## src/rtl/eth_stats_pkg.sv

```systemverilog
`default_nettype none
// +----------------------------------------------------------------------+
// | eth_stats_pkg : register map and helpers for eth_stats_collector      |
// | Rev 1.0                                                               |
// +----------------------------------------------------------------------+
package eth_stats_pkg;

  // Event counters start at EV_BASE; stream counters follow the event block
  // at the offsets below.
  localparam int EV_BASE         = 0;
  localparam int TX_FRAMES       = 0;
  localparam int TX_BYTES        = 1;
  localparam int RX_FRAMES       = 2;
  localparam int RX_BYTES        = 3;
  localparam int NUM_STREAM_REGS = 4;

  function automatic int num_regs(input int num_events);
    return EV_BASE + num_events + NUM_STREAM_REGS;
  endfunction

  function automatic logic [3:0] popcount8(input logic [7:0] v);
    logic [3:0] n;
    n = '0;
    for (int i = 0; i < 8; i++) begin
      n = n + {3'b000, v[i]};
    end
    return n;
  endfunction

endpackage
`default_nettype wire

```

## src/rtl/eth_stats_counter.sv

```systemverilog
`default_nettype none
// +----------------------------------------------------------------------+
// | eth_stats_counter : saturating live counter with snapshot shadow     |
// | Rev 1.0                                                               |
// +----------------------------------------------------------------------+
module eth_stats_counter #(
  parameter int WIDTH     = 32,
  parameter int INC_WIDTH = 4
) (
  input  logic                 clk_i,
  input  logic                 rst_ni,
  input  logic [INC_WIDTH-1:0] inc_i,
  input  logic                 clear_i,
  input  logic                 snap_i,
  output logic [WIDTH-1:0]     live_o,
  output logic [WIDTH-1:0]     shadow_o
);

  localparam int SUM_W = WIDTH + 4;

  logic [WIDTH-1:0] live_q, live_d;
  logic [WIDTH-1:0] shadow_q, shadow_d;
  logic [SUM_W-1:0] sum_full;
  logic [SUM_W-1:0] sum_inc;

  function automatic logic [WIDTH-1:0] sat(input logic [SUM_W-1:0] s);
    return (s[SUM_W-1:WIDTH] != '0) ? {WIDTH{1'b1}} : s[WIDTH-1:0];
  endfunction

  assign sum_full = SUM_W'(live_q) + SUM_W'(inc_i);
  assign sum_inc  = SUM_W'(inc_i);

  // On a clearing snap the live value restarts from this cycle's increment
  // so an event landing in the snap cycle is counted in both places.
  always_comb begin
    live_d   = sat(sum_full);
    shadow_d = shadow_q;
    if (snap_i) begin
      shadow_d = sat(sum_full);
      if (clear_i) begin
        live_d = sat(sum_inc);
      end
    end
  end

  always_ff @(posedge clk_i or negedge rst_ni) begin
    if (!rst_ni) begin
      live_q   <= '0;
      shadow_q <= '0;
    end else begin
      live_q   <= live_d;
      shadow_q <= shadow_d;
    end
  end

  assign live_o   = live_q;
  assign shadow_o = shadow_q;

endmodule
`default_nettype wire

```

## src/rtl/eth_stats_collector.sv

```systemverilog
`default_nettype none
// +----------------------------------------------------------------------+
// | eth_stats_collector : MAC event / frame / byte statistics with       |
// | atomic snapshot and 1-cycle read port.   Rev 1.0                     |
// +----------------------------------------------------------------------+
module eth_stats_collector #(
  parameter int NUM_EVENTS    = 9,
  parameter int CNT_WIDTH     = 32,
  parameter int ADDR_WIDTH    = 4,
  parameter int CLEAR_ON_SNAP = 1
) (
  input  logic                  clk_i,
  input  logic                  rst_ni,
  input  logic [15:0]           status_i,
  input  logic [7:0]            tx_tkeep_i,
  input  logic                  tx_tvalid_i,
  input  logic                  tx_tready_i,
  input  logic                  tx_tlast_i,
  input  logic [7:0]            rx_tkeep_i,
  input  logic                  rx_tvalid_i,
  input  logic                  rx_tready_i,
  input  logic                  rx_tlast_i,
  input  logic                  snap_i,
  input  logic                  rd_req_i,
  input  logic [ADDR_WIDTH-1:0] rd_addr_i,
  output logic                  rd_ack_o,
  output logic [CNT_WIDTH-1:0]  rd_data_o
);
  import eth_stats_pkg::*;

  localparam int NUM_REGS    = num_regs(NUM_EVENTS);
  localparam int STREAM_BASE = EV_BASE + NUM_EVENTS;
  localparam int DEPTH       = 2 ** ADDR_WIDTH;

  logic                 tx_beat, rx_beat, clear;
  logic [3:0]           inc    [NUM_REGS];
  logic [CNT_WIDTH-1:0] live   [NUM_REGS];
  logic [CNT_WIDTH-1:0] shadow [DEPTH];
  logic                 rd_ack_q, rd_ack_d;
  logic [CNT_WIDTH-1:0] rd_data_q, rd_data_d;

  assign tx_beat = tx_tvalid_i & tx_tready_i;
  assign rx_beat = rx_tvalid_i & rx_tready_i;
  assign clear   = snap_i & (CLEAR_ON_SNAP != 0);

  always_comb begin
    for (int i = 0; i < NUM_REGS; i++) begin
      inc[i] = '0;
    end
    for (int i = 0; i < NUM_EVENTS; i++) begin
      inc[EV_BASE + i] = {3'b000, status_i[i]};
    end
    inc[STREAM_BASE + TX_FRAMES] = {3'b000, tx_beat & tx_tlast_i};
    inc[STREAM_BASE + TX_BYTES]  = tx_beat ? popcount8(tx_tkeep_i) : 4'd0;
    inc[STREAM_BASE + RX_FRAMES] = {3'b000, rx_beat & rx_tlast_i};
    inc[STREAM_BASE + RX_BYTES]  = rx_beat ? popcount8(rx_tkeep_i) : 4'd0;
  end

  generate
    for (genvar gi = 0; gi < NUM_REGS; gi++) begin : g_cnt
      eth_stats_counter #(
        .WIDTH     (CNT_WIDTH),
        .INC_WIDTH (4)
      ) u_cnt (
        .clk_i    (clk_i),
        .rst_ni   (rst_ni),
        .inc_i    (inc[gi]),
        .clear_i  (clear),
        .snap_i   (snap_i),
        .live_o   (live[gi]),
        .shadow_o (shadow[gi])
      );
    end
    // Unmapped addresses read back as zero.
    for (genvar gp = NUM_REGS; gp < DEPTH; gp++) begin : g_pad
      assign shadow[gp] = '0;
    end
  endgenerate

  always_comb begin
    rd_ack_d  = rd_req_i;
    rd_data_d = rd_req_i ? shadow[rd_addr_i] : rd_data_q;
  end

  always_ff @(posedge clk_i or negedge rst_ni) begin
    if (!rst_ni) begin
      rd_ack_q  <= 1'b0;
      rd_data_q <= '0;
    end else begin
      rd_ack_q  <= rd_ack_d;
      rd_data_q <= rd_data_d;
    end
  end

  assign rd_ack_o  = rd_ack_q;
  assign rd_data_o = rd_data_q;

endmodule
`default_nettype wire
```

## config.mk

```make
export PLATFORM = sky130hd
export DESIGN_NAME = eth_stats_collector
export DESIGN_NICKNAME = d
export VERILOG_FILES = /design/src/rtl/eth_stats_pkg.sv /design/src/rtl/eth_stats_counter.sv /design/src/rtl/eth_stats_collector.sv
export SDC_FILE = /design/constraint.sdc
export NUM_CORES = 2
export LEC_CHECK = 0
export ABC_AREA = 1
export BUFFER_PORTS_ARGS = -buffer_cell sky130_fd_sc_hd__buf_4
export CAP_MARGIN = 20
export CORE_MARGIN = 1
export CORE_UTILIZATION = 50
export CTS_CLUSTER_DIAMETER = 60
export DETAILED_ROUTE_END_ITERATION = 12
export GPL_TIMING_DRIVEN = 0
export PLACE_DENSITY_LB_ADDON = 0.2
export RECOVER_POWER = 25
export SLEW_MARGIN = 40
export SYNTH_ARGS = -nofsm -noshare
export SYNTH_HDL_FRONTEND = slang
export SYNTH_SLANG_ARGS = --single-unit
```

## constraint.sdc

```tcl
create_clock -name clk_i -period 2.6 [get_ports clk_i]
set_clock_uncertainty 0.2 [all_clocks]
set_input_delay 0.26 -clock clk_i [delete_from_list [all_inputs] [get_ports clk_i]]
set_output_delay 0.26 -clock clk_i [all_outputs]
set_load 0.05 [all_outputs]
```

==> out/metrics.sh <==
OUTCOME='complete, but fails checks'
VIOLATIONS='max-capacitance violations, max-slew violations, negative setup slack'
DRIVE_GT1_SHARE_PCT=11.3
REG2REG_DEPTH=10
CRITPATHLAUNCH='rx_tkeep_i[1]'
FINALWIRELENGTH_UM=189000
FIN_CELLS=8291
GRT_USAGE_PCT=38.2
GRT_ANTENNA_BEFORE_REPAIR=7
DRT_DRC_VIOLATIONS_LEFT=0
DP_WORST_SETUP_SLACK_NS=-2.04
INITIAL_UTILIZATION_PCT=50.5
DRT_PRE_ANTENNA_ITERS=6
WORST_PATH_LARGEST_CELL_DELAY_NS=0.54
MAXSLEWVIOLCOUNT=168
PERIOD_NEEDED_NS=3.72
NUMCTSBUFFERS=100
PIN_COUNT=79
USE_MET1_PCT=52.8
HTREE_LEVELS=3
GLOBAL_ROUTE.PEAK_USAGE_LAYER='met2'
NUMPORTBUFFERS=67
GROUTE.LAYER.MET3.USAGE_PCT=10.5
CPLARGESTDELAYFAMILY='adder cells'
PLACED_CELLS_INCL_TAPS=8027
SETUP_WS_NS=-1.12
TIMING.CRITICAL_PATH.ARRIVAL_NS=4.13
POST-ROUTE-PERIOD-UTIL_PCT=143
WORST_IR_DROP_VDD_mV=0.600
AVGROUTEDWIREPERCELL_UM=22.8
TIMING.FMAX_MHz=269
WORST_SKEW_PAIR.LATE_LATENCY_NS=0.70
CRIT_SLOWEST_CELL='sky130_fd_sc_hd__fa_1'
YOSYS_REGISTER_BITS=865
CRIT_PATH_END_KIND='flop'
SYNTH-WARNING-COUNT=0
CRITICAL_PATH_BUF_INV_COUNT=7
DIE_HEIGHT_UM=312
WORST-R2R-SETUP-SLACK_NS=0.14
SLEW_HEADROOM_PCT=-16.3
CRITICAL_PATH.STARTPOINT_TYPE='primary input'
GP_ROUTABILITY_CONGESTION=1.07
FINAL_CORE_UTILIZATION_PCT=59.1
FINAL_COMMON_CELL='sky130_fd_sc_hd__nand2_1'
YS_TYPES=43
SYNTH_NETS=6773
CTS_TREE='yes'
CRIT_TOP_CELL='sky130_fd_sc_hd__nand2_2'
DIE_W_UM=312
SETUP_TOTAL_NEGATIVE_SLACK_NS=-200.38
WORSTSETUPPATHDEPTH=21
CTS.SINKS=865
CTS_ROOT_BUF='sky130_fd_sc_hd__clkbuf_16'
MOSTFREQUENTLAYOUTCELLS='2147 x sky130_fd_sc_hd__nand2_1, 865 x sky130_fd_sc_hd__dfrtp_1, 842 x sky130_fd_sc_hd__nor2_1'
LAYOUT.NETS=7032
FP-ROW-COUNT=113
CLOCK_INPUT_TRANSITION_AT_THE_SEQUENTIAL_CELLS_OF_THE_WORST_SETUP_AND_HOLD_PATHS_NS=0.06
REGTOREGENDPOINT='g_cnt[11].u_cnt.shadow_o[12]'
CTS.PATH.MAX_BUFFERS=3
DIE-AREA_UM2=97200
CP_CELL_SEQUENCE='buf_6 > inv_2 > fa_1 > fa_1 > fa_1 > inv_1 > ha_2 > fa_2 > nand2_2 > inv_2 > fa_2 > nand2_2 > nand2_2 > nand2_2 > inv_2 > nand2_4 > nor2_4 > nand2_8 > buf_12 > buf_12 > a31oi_1'
P_LEAK_nW=27.2
GRT_PASS1_VIAS=44000
FINAL_DESIGN_AREA_NO_FILL_UM2=56200
POWER.DENSITY_nW_PER_UM2=580
FINAL-HOLD-VIOLATION-COUNT=0
SYNTH_CELLS=6681
WORST_PIN_SLEW_NS=1.74
CRIT_PATH_MAX_FANOUT=5
OVERFLOW=0
AVGVIACOUNTPERCELL=5.68
YS_SEQ_AREA_SHARE_PCT=45.1
WORST_R2R_STARTPOINT='g_cnt[11].u_cnt.live_o[0]'
RSZ0062_AT_GRT='true'
USE_MET2_PCT=55.5
SETUP_VIOL_COUNT_FINAL=412
DETAILED_PLACE_HPWL_UM=144000
ROUTE.VIAS.TOTAL=47100
GRT_FIRST_PASS_WIRELENGTH_UM=277000
MAPPED_AVG_CELL_AREA_UM2=7.18
AREA_ADDED_BETWEEN_SYNTHESIS_AND_FINISH_PCT=17.1
MAX_CAP_VIOLATIONS=3
FILLER_CELL_COUNT=8871
POST_SYNTH_INSTANCE_AREA_UM2=48000
LARGEST_NET_DEGREE_AT_THE_START_OF_GLOBAL_ROUTING=110
DETAIL-ROUTE-ANTENNA-NETS=0
DATA_REQUIRED_TIME_AT_THE_WORST_ENDPOINT_NS=3.01
DRT_FIRST_ITER_VIOLATIONS=5562
CORE_BOX_AREA_UM2=95000
WORST_SETUP_PATH_ENDPOINT='g_cnt[12].u_cnt.live_o[10]'
DPL-INSTANCE-AREA_UM2=50900
WORSTSETUPPATHTYPE='primary input to flop'
HOLDCRITPATHCLASS='primary input to flop'
[cell usage after synthesis (all sizes together)]
| cell | count | area, µm² |
|---|---|---|
| nand2 | 2259 | 8530 |
| nor2 | 891 | 3480 |
| dfrtp | 865 | 21600 |
| inv | 692 | 2600 |
| nand3 | 521 | 2840 |
| o21ai | 281 | 1410 |
| a21oi | 220 | 1100 |
| a31oi | 164 | 1030 |
| clkbuf | 147 | 553 |
| buf | 141 | 820 |
| nand3b | 93 | 698 |
| xnor2 | 75 | 657 |
| nor3 | 65 | 375 |
| o211ai | 64 | 480 |
| nand4 | 57 | 372 |
| xor2 | 51 | 447 |
| ha | 36 | 450 |
| o22ai | 17 | 106 |
| and2 | 12 | 75.1 |
| or2 | 12 | 75.1 |
| fa | 10 | 200 |
| and3 | 3 | 18.8 |
| clkinv | 2 | 7.51 |
| a41oi | 1 | 8.76 |
| nor3b | 1 | 7.51 |
| o21a | 1 | 7.51 |
[stage by stage]
stage               hold WS [ns]  power (W)
finish                    0.0349     0.0326
global route              0.0496     0.0334
CTS                      -0.0762     0.0324
detailed placement       -0.0155     0.0174
global placement           0.255     0.0173
floorplan                 -0.236     0.0159
[tightest hold or removal path, cell delays in order]
cell and delay [ns]:
sky130_fd_sc_hd__buf_4 0.09, sky130_fd_sc_hd__ha_4 0.13, sky130_fd_sc_hd__fa_2 0.22, sky130_fd_sc_hd__nand2_4 0.07, sky130_fd_sc_hd__o21ai_2 0.13
[sequential cells by signal, indices dropped and copies added, names as in the netlist]
signal / cells
rd_ack_o: 1
g_cnt.u_cnt.live_o: 416
rd_data_o: 32
g_cnt.u_cnt.shadow_o: 416
[report_power, final]
part	switching, W	internal, W	total (W)
Clock	0.00614	0.00882	0.0150
Combinational	0.00251	0.000978	0.00349
Sequential	0.000329	0.0138	0.0142
[cell families (layout without fill, tap and decap cells)]
family / count (synthesis) / count (layout) / share of synthesized area, %
adder cells (fa/ha/maj): 46 / 46 / 1.36
other: 0 / 5 / 0
XOR/XNOR: 126 / 126 / 2.30
AO/OA/AOI/OAI: 748 / 748 / 8.63
AND/OR/NAND/NOR: 3914 / 3916 / 34.3
flip-flops: 865 / 865 / 45.1
buffers and inverters: 982 / 1320 / 8.29
[metal layers]
metal / part of all wire (%) / vias up
met4: 5.6 / 16
met1: 41 / 22500
met3: 11 / 465
met5: 0.15 / -
met2: 42 / 2379
li1: - / 21800
[repair_timing]
| item | 4_1_cts | 5_1_grt |
|---|---|---|
| hold endpoints to repair | 273 | 28 |
| buffers inserted | 37 | 11 |
| hold buffers | 22 | 2 |
| gates cloned | 6 | 5 |
| resized for setup | 122 | 158 |
| endpoints found under the setup margin | 128 | 271 |
| pin swaps | 44 | 45 |
[area by class of cell]
cell class,instances,area [µm²],share of cell area (%)
Multi-Input combinational cell,4836,23700,42.2
Tap cell,1265,1580,2.82
Antenna cell,5,12.5,0.0223
Clock buffer,139,2900,5.15
Buffer,287,1490,2.65
Inverter,694,2620,4.67
Clock inverter,44,566,1.01
Sequential cell,865,21600,38.5
Timing Repair Buffer,156,1640,2.92
[worst min path at each step]
stage | from | endpoint | cells past startpoint
floorplan | rst_ni | g_cnt[0].u_cnt.live_o[0] | 0
global placement | g_cnt[1].u_cnt.shadow_o[26] | g_cnt[1].u_cnt.shadow_o[26] | 2
detailed placement | rst_ni | g_cnt[8].u_cnt.live_o[28] | 1
CTS | rst_ni | g_cnt[8].u_cnt.live_o[28] | 2
global route | tx_tkeep_i[2] | g_cnt[10].u_cnt.live_o[1] | 5
finish | tx_tkeep_i[2] | g_cnt[10].u_cnt.live_o[1] | 5
Power figures use the tool's default switching activity.
